==> config.mk <==
export PLATFORM = sky130hd
export DESIGN_NAME = qam64_zero_stuff_upsampler
export DESIGN_NICKNAME = d
export VERILOG_FILES = /design/src/rtl/qam64_pkg.sv /design/src/rtl/qam64_gray_mapper.sv /design/src/rtl/qam64_zero_stuff_upsampler.sv
export SDC_FILE = /design/constraint.sdc
export NUM_CORES = 1
export LEC_CHECK = 0
export CORE_UTILIZATION = 55
export DETAILED_ROUTE_END_ITERATION = 7
export DONT_BUFFER_PORTS = 1
export GPL_TIMING_DRIVEN = 0
export PLACE_DENSITY_LB_ADDON = 0.15
export SLEW_MARGIN = 20
export SYNTH_ARGS = -nofsm -noshare
export SYNTH_HDL_FRONTEND = slang
export SYNTH_SLANG_ARGS = --single-unit
==> constraint.sdc <==
create_clock -name clk -period 1.85 [get_ports clk]
set_input_delay 0.2775 -clock clk [delete_from_list [all_inputs] [get_ports clk]]
set_output_delay 0.2775 -clock clk [all_outputs]
set_load 0.05 [all_outputs]
==> src/rtl/qam64_pkg.sv <==
// 64QAM mapper shared definitions: Gray-to-level constants, engine state
// encoding and the phase-counter width helper.
// Pure declarations, no logic.
package qam64_pkg;

  typedef enum logic {
    IDLE = 1'b0,
    RUN  = 1'b1
  } state_t;

  // Odd constellation levels on one axis, 4-bit two's complement.
  localparam logic signed [3:0] LVL_M7 = -4'sd7;
  localparam logic signed [3:0] LVL_M5 = -4'sd5;
  localparam logic signed [3:0] LVL_M3 = -4'sd3;
  localparam logic signed [3:0] LVL_M1 = -4'sd1;
  localparam logic signed [3:0] LVL_P1 = 4'sd1;
  localparam logic signed [3:0] LVL_P3 = 4'sd3;
  localparam logic signed [3:0] LVL_P5 = 4'sd5;
  localparam logic signed [3:0] LVL_P7 = 4'sd7;

  // Phase counter width for an upsample factor l (l >= 2, so never zero).
  function automatic int phase_w_of(input int l);
    return $clog2(l);
  endfunction

endpackage

==> src/rtl/qam64_gray_mapper.sv <==
// Purpose: maps one 3-bit Gray-coded axis to a signed odd level in -7..+7.
// Latency: combinational.  Backpressure: none (pure function).
// Ports: gray (3-bit Gray code in), level (4-bit signed level out).
module qam64_gray_mapper
  import qam64_pkg::*;
(
  input  logic [2:0]        gray,
  output logic signed [3:0] level
);

  always_comb begin
    level = LVL_M7;
    case (gray)
      3'b000: level = LVL_M7;
      3'b001: level = LVL_M5;
      3'b011: level = LVL_M3;
      3'b010: level = LVL_M1;
      3'b110: level = LVL_P1;
      3'b111: level = LVL_P3;
      3'b101: level = LVL_P5;
      3'b100: level = LVL_P7;
      default: level = LVL_M7;
    endcase
  end

endmodule

==> src/rtl/qam64_zero_stuff_upsampler.sv <==
// Purpose: Gray-maps 6-bit 64QAM symbols to I/Q levels and emits an L-times
//   zero-stuffed stream (impulse then L-1 zeros per symbol) to the shaping FIR.
// Latency: symbol accepted at edge k -> impulse valid after edge k+1.
// Backpressure: out_ready low freezes all output regs and phase; one-entry hold
//   register keeps accepting, sym_ready = ~hold_full (registered).
// Ports: clk/rst (async active-high); sym_valid/sym_data/sym_ready symbol input;
//   out_valid/out_ready/out_i/out_q/out_first sample output; busy = engine in RUN;
//   underrun_cnt = saturating count of stream gaps.
module qam64_zero_stuff_upsampler
  import qam64_pkg::*;
#(
  parameter int L     = 4,
  parameter int OUT_W = 12,
  parameter int CNT_W = 16
) (
  input  logic                    clk,
  input  logic                    rst,
  input  logic                    sym_valid,
  input  logic [5:0]              sym_data,
  output logic                    sym_ready,
  output logic                    out_valid,
  input  logic                    out_ready,
  output logic signed [OUT_W-1:0] out_i,
  output logic signed [OUT_W-1:0] out_q,
  output logic                    out_first,
  output logic                    busy,
  output logic [CNT_W-1:0]        underrun_cnt
);

  localparam int PHASE_W = phase_w_of(L);

  state_t             state, state_d;
  logic [5:0]         hold;
  logic               hold_full;
  logic [PHASE_W-1:0] phase;
  logic signed [3:0]  lvl_i, lvl_q;
  logic               adv, phase_last;
  logic               load_imp, load_zero, go_idle;

  qam64_gray_mapper u_map_i (.gray(hold[5:3]), .level(lvl_i));
  qam64_gray_mapper u_map_q (.gray(hold[2:0]), .level(lvl_q));

  assign adv        = ~out_valid | out_ready;
  assign phase_last = (phase == PHASE_W'(L - 1));
  assign sym_ready  = ~hold_full;
  assign busy       = (state == RUN);

  // Next state plus one-hot datapath actions for this edge.
  always_comb begin
    state_d   = state;
    load_imp  = 1'b0;
    load_zero = 1'b0;
    go_idle   = 1'b0;
    case (state)
      IDLE: begin
        if (hold_full) begin
          load_imp = 1'b1;
          state_d  = RUN;
        end
      end
      RUN: begin
        if (adv) begin
          if (!phase_last) begin
            load_zero = 1'b1;
          end else if (hold_full) begin
            load_imp = 1'b1;
          end else begin
            go_idle = 1'b1;
            state_d = IDLE;
          end
        end
      end
      default: state_d = IDLE;
    endcase
  end

  always_ff @(posedge clk or posedge rst) begin
    if (rst) state <= IDLE;
    else     state <= state_d;
  end

  always_ff @(posedge clk or posedge rst) begin
    if (rst) begin
      hold         <= '0;
      hold_full    <= 1'b0;
      phase        <= '0;
      out_valid    <= 1'b0;
      out_i        <= '0;
      out_q        <= '0;
      out_first    <= 1'b0;
      underrun_cnt <= '0;
    end else begin
      // Accept only when empty, consume only when full: never the same edge.
      if (sym_valid && !hold_full) begin
        hold      <= sym_data;
        hold_full <= 1'b1;
      end else if (load_imp) begin
        hold_full <= 1'b0;
      end

      if (load_imp) begin
        out_i     <= OUT_W'(lvl_i);
        out_q     <= OUT_W'(lvl_q);
        out_first <= 1'b1;
        out_valid <= 1'b1;
        phase     <= '0;
      end else if (load_zero) begin
        out_i     <= '0;
        out_q     <= '0;
        out_first <= 1'b0;
        out_valid <= 1'b1;
        phase     <= phase + PHASE_W'(1);
      end else if (go_idle) begin
        out_i     <= '0;
        out_q     <= '0;
        out_first <= 1'b0;
        out_valid <= 1'b0;
        if (underrun_cnt != '1) underrun_cnt <= underrun_cnt + CNT_W'(1);
      end
    end
  end

endmodule

# Yosys cells after proc, flatten, opt, wreduce, memory -nomap -nowiden
# Memories as Yosys holds them, arrays and structs flattened.
# Cells that the tools add are included.
# totals
register_bits,52
mem_bits_ro,48
input_bits,10
n_memories,2
# mem_list
name,depth,width,rd,rd_ports_with_merged_regs,write_ports,line_no,rtl
(name not given),8,3,1,0,0,qam64_gray_mapper.sv:13,case (gray)
(name not given),8,3,1,0,0,qam64_gray_mapper.sv:13,
# op_classes
addsub,2
n_eq_ne,2
mux,27
bitwise_logic,6
n_reduce_logical,6
# op_table
operator,n
12-bit 2-to-1 mux,4
1-bit 2-to-1 mux,19
"16-bit by 1-bit adder with 16-bit output, second input constant",1
"16-bit != test, second input constant",1
1-bit inverter,5
2-bit 2-to-1 mux,2
1-bit one-hot mux with 2 select lines,2
4-bit AND reduction,1
2-bit nonzero test,2
3-bit nonzero test,1
"2-bit by 1-bit adder with 2-bit output, second input constant",1
"2-bit equality test, second input constant",1
1-bit logical AND,1
1-bit zero test,1
1-bit OR,1

# Depth between registers and ports, before layout
# Gate-level depths: netlist of the first run.
# logic_depth
ltp_word,7
ltp_mapped,7
ltp_nobuf,5

# By module
# From an unflattened synthesis of the first run, not the netlist that was laid out.
# hier_totals
hier_cells,163
area_unflattened_um2,1876.8
# by_module_without_submodules
mod,n_inst,cells_each,area_per_inst_um2
qam64_zero_stuff_upsampler,1,153,1781.7
qam64_gray_mapper,2,5,47.5

# Least setup slack after synthesis of the first run
# OpenSTA, ideal clock, no wires.
# synth_path
path_kind,register to register
startpoint,reg underrun_cnt[0]
endpoint,reg underrun_cnt[1]
setup_time_ns,0.125
arrival_ns,1.967
path_slack_ns,-0.242
path_stages_with_launch,7
n_path_buf,1
period_less_slack_ns,2.092
path_cell_list,dfrtp_1 ha_1 and4_1 and4_1 clkbuf_1 nor2_1 mux2_2
# synth_between
elab_chain_cells,2
word_cells_on_any_way,3
# synth_rtl
item,line_no,rtl
start: declaration,qam64_zero_stuff_upsampler.sv:27,output logic [CNT_W-1:0] underrun_cnt
start signal: assignment,qam64_zero_stuff_upsampler.sv:118,if (underrun_cnt != '1) underrun_cnt <= underrun_cnt + CNT_W'(1);
branches (longest 2 deep; another with 16-bit by 1-bit adder with 16-bit output),n/a,
# Several ways; the timed one is not identified.
# A chain may end at the register's enable or synchronous reset.

# Final worst setup path of the first run
# layout_path
startpoint,reg phase[0]
endpoint,reg underrun_cnt[8]
# layout_between
elab_chain_cells,6
word_cells_on_any_way,13
# layout_rtl
item,line_no,rtl
start: declaration,qam64_zero_stuff_upsampler.sv:35,logic [PHASE_W-1:0] phase;
start signal: assignment,qam64_zero_stuff_upsampler.sv:112,phase <= phase + PHASE_W'(1);
2-bit equality test *,qam64_zero_stuff_upsampler.sv:44,assign phase_last = (phase == PHASE_W'(L - 1));
1-bit 2-to-1 mux,qam64_zero_stuff_upsampler.sv:63,if (!phase_last) begin
1-bit 2-to-1 mux,qam64_zero_stuff_upsampler.sv:62,if (adv) begin
1-bit one-hot mux with 2 select lines / 1-bit 2-to-1 mux (equally long branches),qam64_zero_stuff_upsampler.sv:54,case (state)
1-bit inverter (no source line),n/a,
4-bit AND reduction (no source line) *,n/a,
# Mark *: on every way between the ends. The rest lies on a longest branch, timed or not.

==> impl_metrics.toml, run 1 <==
[setup_path]
crit_arrival_ns = 2.18
r2r_cells = 5
reg2reg_to = "underrun_cnt[8]$_DFFE_PP0P_"
r2r-start = "phase[0]$_DFFE_PP0P_"
r2r_setup_slack_ns = -0.07
worstPathRequired_ns = 2.11
worst-setup-path-type = "reg -> reg"
cp-start-kind = "flip-flop"
cp_max_fo = 7
crit_path_end_kind = "flip-flop"

[grt]
antenna_found_initial = 0
grt_pass1_wl_um = 5727
grt_max_degree = 35
grt_overflow_total = 0
grt_use_total_pct = 22.86
grt_pass1_vias = 1265

[yosys]
synth_top_family_by_area = "simple AND/OR/NAND/NOR gates"
yosys.area.top_type = "dfrtp_1"
netlist_instances = 159
ys_ff_latch = 34
synth_simple_gate_area_share_pct = 18.47
syn_avg_cell_area_um2 = 11.08
yosysTopAreaCellShare_pct = 48.30
syn_area_um2 = 1762
syn_nets = 172
ys_types = 36
ys_warn_count = 0
async_flop_share_pct = 100.0
synth-edff-count = 0
synth_mux_area_share_pct = 5.043
ys.flop_type = "dfrtp_1"
synth_area_leaders = "dfrtp_1 48%, buf_4 7.7%, xor2_1 7.0%"
synth_compound_gate_area_share_pct = 6.179
synth_xor_area_share_pct = 9.446
ys_seq_area_share_pct = 48.30
synth_fa_ha_area_share_pct = 2.131

[cts]
root_buffer = "clkbuf_4"
clkSlewWorstSetupHoldPaths_ns = 0.10
cts_buffer_depth = 2
cts_sinks = 34
cts-htree-levels = 2
cts_made_buffers = 5
insertion_delay_ns = 0.34
cts_tree = "done"

[worst_hold_path]
hold_path_end = "hold[5]$_DFFE_PP0P_"
holdCritPathClass = "in -> reg"
min_from = "sym_data[5]"
hold_depth = 1

[route]
vias_per_cell = 5.618
drt_iter0_drc = 45
drtPass1Iterations = 4
routedWlPerCell_um = 16.62
ant_nets = 0
drt-total-wl_um = 3607
vias = 1219
drc_errors = 0

[cells_and_area]
final_common_cell = "buf_4"
final_nets = 185
fill_cells = 233
post-route-util_pct = 69.92
area_growth_pct = 21.16
layout-drive-gt1-share_pct = 46.82
mostFrequentLayoutCells = "24 x buf_4, 17 x dfrtp_1, 16 x dfrtp_2, 14 x xor2_1, 13 x nand2_1"
diodes = 0

[timing]
setup_viol = 15
finalClockSkew_ns = 0.007924
finalSetupTns_ns = -0.5733
fin_ws_ns = -0.06613
period_needed_ns = 1.916
rsz0062_at_grt = "true"
maxSlewHeadroom_pct = 53.19
fin_crit_sh_pct = 103.6
slew_violations = 0
hold_viol = 0
fmax_mhz = 521.9
worst_slew_pin_slew_ns = 0.7011

[place]
gp_congestion = 0.8505
io_buffers = 0
hpwl_um = 2384

[power]
p_leak_nw = 0.8778
total_power_w = 0.003470
ir_worst_vdd_v = 0.001436
pwr_density_cell_nw_per_um2 = 1626

[flow_run]
cap_viol_max_count = 0

[outcome]
violations = "negative setup slack"
status = "finished with violations"

[die]
dieArea_um2 = 3433
initial_core_util_pct = 57.70
ios = 54
core-area_um2 = 3053
dieHeight_um = 58.60
die_w_um = 58.60
row_count = 20
worst max-delay path, cell delays in order (launching register included):
cell and delay, ns:
dfrtp_1 0.39, ha_2 0.20, inv_2 0.04, or4_4 0.64, nor4_1 0.40, xor2_1 0.17
cell type report:
class,instances,area [um^2],area share [%]
flip-flops and latches,34,874.6,40.97
repair buffers,8,80.08,3.751
multi-input cells,98,898.4,42.09
well taps,44,55.05,2.579
plain buffers,20,158.9,7.444
clock buffers,8,48.80,2.286
inverters,5,18.77,0.8792
cells in the mapped netlist (all sizes together) (2+ instances only):
master / number
o2bb2ai: 4
nor4: 6
and4: 4
o21ai: 3
a21oi: 2
ha: 3
mux2: 7
a22o: 2
nand4: 2
dfrtp: 34
nor2b: 3
buf: 20
nand2: 14
xor2: 14
nor3: 5
nor4b: 3
clkbuf: 2
nand3: 7
xnor2: 5
nor2: 3
inv: 5
cell families (layout without fill, tap and decap cells):
logic type	Yosys count	after routing
mux	8	8
compound gates	15	15
fa+ha+maj	3	3
flops	34	34
xor+xnor	19	19
simple gates	53	53
buf+inv	27	41
power breakdown:
group / internal [W] / leakage, nW / switching, W
registers: 0.000944 / 0.378 / 0.000566
logic: 0.000582 / 0.474 / 0.000982
clock network: 0.000151 / 0.0265 / 0.000245
state kept, by name (all words and copies together) (netlist names):
register      flops
out_valid         1
busy              1
hold_full         1
out_i             4
phase             2
hold              6
out_q             3
underrun_cnt     16
worst max-delay path by stage:
stage | slack, ns | from | endpoint | cells past startpoint
finish | -0.07 | phase[0]$_DFFE_PP0P_ | underrun_cnt[8]$_DFFE_PP0P_ | 5
global route | -0.20 | phase[1]$_DFFE_PP0P_ | underrun_cnt[8]$_DFFE_PP0P_ | 5
CTS | -0.06 | phase[0]$_DFFE_PP0P_ | underrun_cnt[12]$_DFFE_PP0P_ | 6
detailed placement | -0.33 | underrun_cnt[7]$_DFFE_PP0P_ | underrun_cnt[15]$_DFFE_PP0P_ | 4
global placement | -0.17 | underrun_cnt[0]$_DFFE_PP0P_ | underrun_cnt[3]$_DFFE_PP0P_ | 6
floorplan | -0.06 | underrun_cnt[0]$_DFFE_PP0P_ | underrun_cnt[1]$_DFFE_PP0P_ | 6
what timing repair did:
| item | 4_1_cts | 5_1_grt |
|---|---|---|
| pin swaps | 3 | 1 |
| gates resized for setup | 22 | 5 |
| hold buffers | 1 | 0 |
| gates cloned | 0 | 1 |
| setup endpoints to repair | 16 | 15 |
| setup buffers | 6 | 0 |
| endpoints found under the hold margin | 34 | 0 |
per-stage QoR:
| stage | std cells | instance area, um^2 | hold WS, ns | worst slack, ns |
|---|---|---|---|---|
| after floorplan | 159 | 1876 | 0.4185 | -0.05980 |
| after global placement | 203 | 1931 | 0.4303 | -0.1684 |
| after detailed placement | 203 | 1931 | 0.3177 | -0.3307 |
| after CTS | 216 | 2096 | 0.08382 | -0.06110 |
| after global routing | 217 | 2135 | 0.07757 | -0.1958 |
| final | 217 | 2135 | 0.09218 | -0.06613 |
per-layer routing:
layer,vias up,global-route usage (%),routed length [um]
met5,-,0,0
met3,9,6.154,232
met4,0,12.24,78
met1,594,28.74,1584
li1,563,-,-
met2,53,36.12,1712
Note: power is estimated with default switching activity, not from simulation.
==> run 2: changes to the inputs <==
--- a/config.mk
+++ b/config.mk
@@ -5,7 +5,7 @@
 export SDC_FILE = /design/constraint.sdc
 export NUM_CORES = 1
 export LEC_CHECK = 0
-export CORE_UTILIZATION = 55
+export CORE_UTILIZATION = 56
 export DETAILED_ROUTE_END_ITERATION = 7
 export DONT_BUFFER_PORTS = 1
 export GPL_TIMING_DRIVEN = 0
==> run 2 against run 1 <==
Compared with the run above: the flow still finishes with violations (negative setup slack); worst setup slack worse by 0.034 ns; fmax down 1.7%; die area fell by 1.7%; utilization grew 4.7 points; cell count shrank 2.3%; clock power is 45% higher; global-route usage rose by 0.25 points; non-clock buffer count down 3; register-to-register slack got worse by 0.03 ns; sequential share of layout area down 0.24 points; largest power group unchanged.
==> impl_metrics.toml, run 2 (synthesis results as in run 1) <==
[place]
io_buffers = 0
hpwl_um = 2421
dpl_worst_slack_ns = -0.3217
dpl-instance-area_um2 = 1928
gp_congestion = 0.8630

[setup_path]
worstPathRequired_ns = 2.07
cp_max_fo = 7
r2r-start = "phase[1]$_DFFE_PP0P_"
crit_path_end_kind = "flip-flop"
crit_arrival_ns = 2.17
r2r_cells = 5
reg2reg_to = "underrun_cnt[1]$_DFFE_PP0P_"
worst-setup-path-type = "reg -> reg"
cp-start-kind = "flip-flop"
r2r_setup_slack_ns = -0.1

[die]
dieArea_um2 = 3374
ios = 54
initial_core_util_pct = 61.24
row_count = 19
dieHeight_um = 58.09
core-area_um2 = 2877
die_w_um = 58.09

[cts]
cts_buffer_depth = 2
root_buffer = "clkbuf_4"
cts-htree-levels = 2
cts_tree = "done"
cts_made_buffers = 5
insertion_delay_ns = 0.34
cts_sinks = 34
clkSlewWorstSetupHoldPaths_ns = 0.12

[grt]
grt_use_total_pct = 23.11
grt_max_degree = 35
grt_pass1_wl_um = 5733
antenna_found_initial = 0
grt_pass1_vias = 1199
grt_util_met1_pct = 30.92
busiest_layer = "met2"
grt_overflow_total = 0
use_met2_pct = 35.80
use_met3_pct = 7.366

[route]
drc_errors = 0
ant_nets = 0
drtPass1Iterations = 4
vias_per_cell = 5.778
drt-total-wl_um = 3756
drt_iter0_drc = 80
routedWlPerCell_um = 17.72
vias = 1225

[outcome]
status = "finished with violations"
violations = "negative setup slack"

[timing]
finalClockSkew_ns = 0.01822
fmax_mhz = 512.9
maxSlewHeadroom_pct = 52.40
fin_ws_ns = -0.09974
slew_violations = 0
worst_slew_pin_slew_ns = 0.7140
rsz0062_at_grt = "true"
fin_crit_sh_pct = 105.4
hold_viol = 0
setup_viol = 15
worst_hold_slack_ns = 0.08954
period_needed_ns = 1.950

[cells_and_area]
mostFrequentLayoutCells = "21 x buf_4, 17 x dfrtp_1, 16 x dfrtp_2, 14 x nand2_1, 14 x xor2_1"
layout-drive-gt1-share_pct = 46.47
area_growth_pct = 21.88
largest_reg_flops = 16
final_common_cell = "buf_4"
regMostFlops = "underrun_cnt"
fin_area_um2 = 2147
diodes = 0
final_nets = 182
top_regs = "underrun_cnt: 16 flops, hold: 6 flops, out_i: 4 flops"

[worst_hold_path]
min_from = "sym_data[1]"
hold_depth = 1
holdCritPathClass = "in -> reg"
hold_path_end = "hold[1]$_DFFE_PP0P_"

[power]
pwr_density_cell_nw_per_um2 = 1702
ir_worst_vdd_v = 0.001211
p_leak_nw = 0.8827

[flow_run]
cap_viol_max_count = 0
## run 2: what timing repair did
action / CTS / global route
hold buffers: 1 / 0
gates cloned: 0 / 1
pin swaps: 1 / 0
hold endpoints to repair: 34 / 0
resized for setup: 17 / 9
buffers inserted: 2 / 1
setup endpoints to repair: 16 / 16
## run 2: worst max-delay path by stage
stage                                 from                      endpoint  slack, ns  cells past startpoint
2_1_floorplan  underrun_cnt[0]$_DFFE_PP0P_   underrun_cnt[1]$_DFFE_PP0P_      -0.06                      6
3_3_place_gp   underrun_cnt[0]$_DFFE_PP0P_   underrun_cnt[1]$_DFFE_PP0P_      -0.18                      6
3_5_place_dp   underrun_cnt[7]$_DFFE_PP0P_  underrun_cnt[15]$_DFFE_PP0P_      -0.32                      4
4_1_cts               phase[1]$_DFFE_PP0P_   underrun_cnt[7]$_DFFE_PP0P_      -0.08                      6
5_1_grt               phase[0]$_DFFE_PP0P_   underrun_cnt[8]$_DFFE_PP0P_      -0.18                      5
6_report              phase[1]$_DFFE_PP0P_   underrun_cnt[1]$_DFFE_PP0P_       -0.1                      5
## run 2: power by group
group          switching (W)  internal, W  total [W]
logic               0.000995     0.000562    0.00156
clock network       0.000255     0.000323   0.000577
registers           0.000577     0.000942    0.00152
## run 2: worst max-delay path, cell delays in order, from the launching register on
cell	delay (ns)
dfrtp_1	0.40
ha_2	0.21
inv_2	0.04
or4_4	0.64
nor2_2	0.19
mux2_2	0.35
## run 2: per-stage QoR
step           total power (W)  setup TNS [ns]  utilization, %  std cells
3_3_place_gp          0.002934          -1.398           67.03        201
6_report              0.003654         -0.8413           74.64        212
4_1_cts               0.003614         -0.8699           72.68        210
3_5_place_dp          0.002990          -2.213           67.03        201
5_1_grt               0.003826          -1.978           74.64        212
2_1_floorplan         0.002807         -0.1879               -        159
## run 2: final cells by class
cell class	instances	area (um^2)
Tap cell	42	52.55
Clock inverter	1	30.03
Timing Repair Buffer	5	57.56
Inverter	5	18.77
Clock buffer	7	55.05
Fill cell	201	729.5
Buffer	20	158.9
Multi-Input combinational cell	98	899.6
Sequential cell	34	874.6
## run 2: metal layers
| metal | part of all wire [%] | wire, um |
|---|---|---|
| met3 | 4.7 | 177 |
| met2 | 52 | 1937 |
| met1 | 43 | 1605 |
| met5 | 0 | 0 |
| met4 | 0.93 | 35 |
==> run 3: changes to the inputs <==
--- a/config.mk
+++ b/config.mk
@@ -5,7 +5,8 @@
 export SDC_FILE = /design/constraint.sdc
 export NUM_CORES = 1
 export LEC_CHECK = 0
-export CORE_UTILIZATION = 56
+export CORE_UTILIZATION = 44
+export CTS_BUF_LIST = sky130_fd_sc_hd__clkbuf_16
 export DETAILED_ROUTE_END_ITERATION = 7
 export DONT_BUFFER_PORTS = 1
 export GPL_TIMING_DRIVEN = 0
==> run 3 against run 2 <==
Compared with the run above: the flow still finishes with violations (negative setup slack); clock power is 34% higher; non-clock buffer count stayed put; first-iteration DRC count is 1.3% higher; critical endpoint is now underrun_cnt[6]$_DFFE_PP0P_; highest routed layer unchanged.
==> impl_metrics.toml, run 3 (synthesis results as in run 1) <==
[timing]
rsz0062_at_grt = "true"
slew_violations = 0
setup_viol = 10
finalClockSkew_ns = 0.004057
fmax_mhz = 523.2
fin_crit_sh_pct = 103.3
fin_ws_ns = -0.06129
worst_slew_pin_slew_ns = 0.7222
maxSlewHeadroom_pct = 51.78
period_needed_ns = 1.911
hold_viol = 0

[die]
row_count = 22
initial_core_util_pct = 47.06
ios = 54
dieHeight_um = 65.28
core-area_um2 = 3744
dieArea_um2 = 4261
die_w_um = 65.28

[cells_and_area]
diodes = 0
top_regs = "underrun_cnt: 16 flops, hold: 6 flops, out_i: 4 flops"
final_nets = 182
regMostFlops = "underrun_cnt"
mostFrequentLayoutCells = "22 x buf_4, 18 x dfrtp_1, 15 x dfrtp_2, 14 x nand2_1, 14 x xor2_1"
area_growth_pct = 25.28
largest_reg_flops = 16
fin_area_um2 = 2207
layout-drive-gt1-share_pct = 45.29
post-route-util_pct = 58.96
final_common_cell = "buf_4"

[setup_path]
worstPathRequired_ns = 2.04
crit_path_end_kind = "flip-flop"
crit_arrival_ns = 2.10
cp-start-kind = "flip-flop"
r2r_setup_slack_ns = -0.06
cp_max_fo = 7
worst-setup-path-type = "reg -> reg"

[power]
pwr_density_cell_nw_per_um2 = 1725
total_power_w = 0.003807
ir_worst_vdd_v = 0.001302
p_leak_nw = 0.8992

[cts]
cts_buffer_depth = 2
clkSlewWorstSetupHoldPaths_ns = 0.05
insertion_delay_ns = 0.27
cts_made_buffers = 5
cts_sinks = 34
cts-htree-levels = 2
cts_tree = "done"
root_buffer = "clkbuf_16"
hold_buffers = 0

[grt]
grt_max_degree = 35
use_met2_pct = 27.84
busiest_layer = "met2"
grt_util_met1_pct = 23.11
antenna_found_initial = 0
grt_pass1_wl_um = 5768
grt_use_total_pct = 18.13
grt_overflow_total = 0
grt_pass1_vias = 1186
use_met3_pct = 6.424

[place]
hpwl_um = 2413
dpl-instance-area_um2 = 1936
io_buffers = 0
dpl_worst_slack_ns = -0.3243
gp_congestion = 0.7856

[route]
drt_iter0_drc = 81
ant_nets = 0
routedWlPerCell_um = 16.37
drc_errors = 0
vias_per_cell = 5.500
drtPass1Iterations = 4
vias = 1199
drt-total-wl_um = 3569

[worst_hold_path]
holdCritPathClass = "in -> async"

[outcome]
status = "finished with violations"
violations = "negative setup slack"

[flow_run]
cap_viol_max_count = 0
[run 3: cell count changes in the layout (fill, tap and decap cells not counted), sizes merged]
cell,previous run,this run
clkinv,0,3
clkbuf,9,7
buf,22,23
bufinv,1,0
dlygate4sd3,1,0
[run 3: through the flow]
| step | hold slack [ns] | setup TNS, ns | std cells |
|---|---|---|---|
| after detailed placement | 0.3326 | -2.241 | 207 |
| final | 0.007549 | -0.3371 | 218 |
| after global placement | 0.4308 | -1.690 | 207 |
| after global routing | 0.07001 | -1.848 | 218 |
| after CTS | 0.03511 | -0.3642 | 215 |
| after floorplan | 0.4185 | -0.1879 | 159 |
[run 3: repair_timing]
item / in CTS / in global routing
setup endpoints to repair: 16 / 16
buffers inserted: 2 / 2
pin swaps: 2 / 3
resized for setup: 21 / 6
gates cloned: 0 / 1
[run 3: power breakdown]
part / switching [W] / internal (W)
sequential: 0.000567 / 0.000946
combinational: 0.000972 / 0.000551
clock: 0.000288 / 0.000484
total: 0.00183 / 0.00198
[run 3: area by class of cell]
cell class / instances / area [um^2]
timing repair buffer: 5 / 55.05
inverter: 5 / 18.77
multi-input combinational: 98 / 904.6
clock buffer: 5 / 125.1
clock inverter: 3 / 11.26
fill: 330 / 1536
tap: 48 / 60.06
buffer: 20 / 158.9
sequential: 34 / 873.3
[run 3: worst max-delay path, cell delays in order (launching register included)]
cell	delay, ns
dfrtp_1	0.38
ha_2	0.21
inv_2	0.04
or4_4	0.64
buf_12	0.19
nor3_2	0.19
xor2_1	0.17
[run 3: final timing paths]
path | start | endpoint | cells past startpoint
setup reg to reg | phase[0]$_DFFE_PP0P_ | underrun_cnt[6]$_DFFE_PP0P_ | 6
min in group clk | sym_data[1] | hold[1]$_DFFE_PP0P_ | 1
hold reg to reg | hold[2]$_DFFE_PP0P_ | out_q[10]$_DFFE_PP0P_ | 1
max in group asynchronous | rst | underrun_cnt[0]$_DFFE_PP0P_ | 1
hold / removal | rst | out_i[10]$_DFFE_PP0P_ | 1
setup / recovery | phase[0]$_DFFE_PP0P_ | underrun_cnt[6]$_DFFE_PP0P_ | 6
[run 3: routing by layer]
layer	up-vias	routed length, um
met2	34	1790
met3	4	214
met5	-	0
met4	0	41
li1	560	-
met1	601	1523
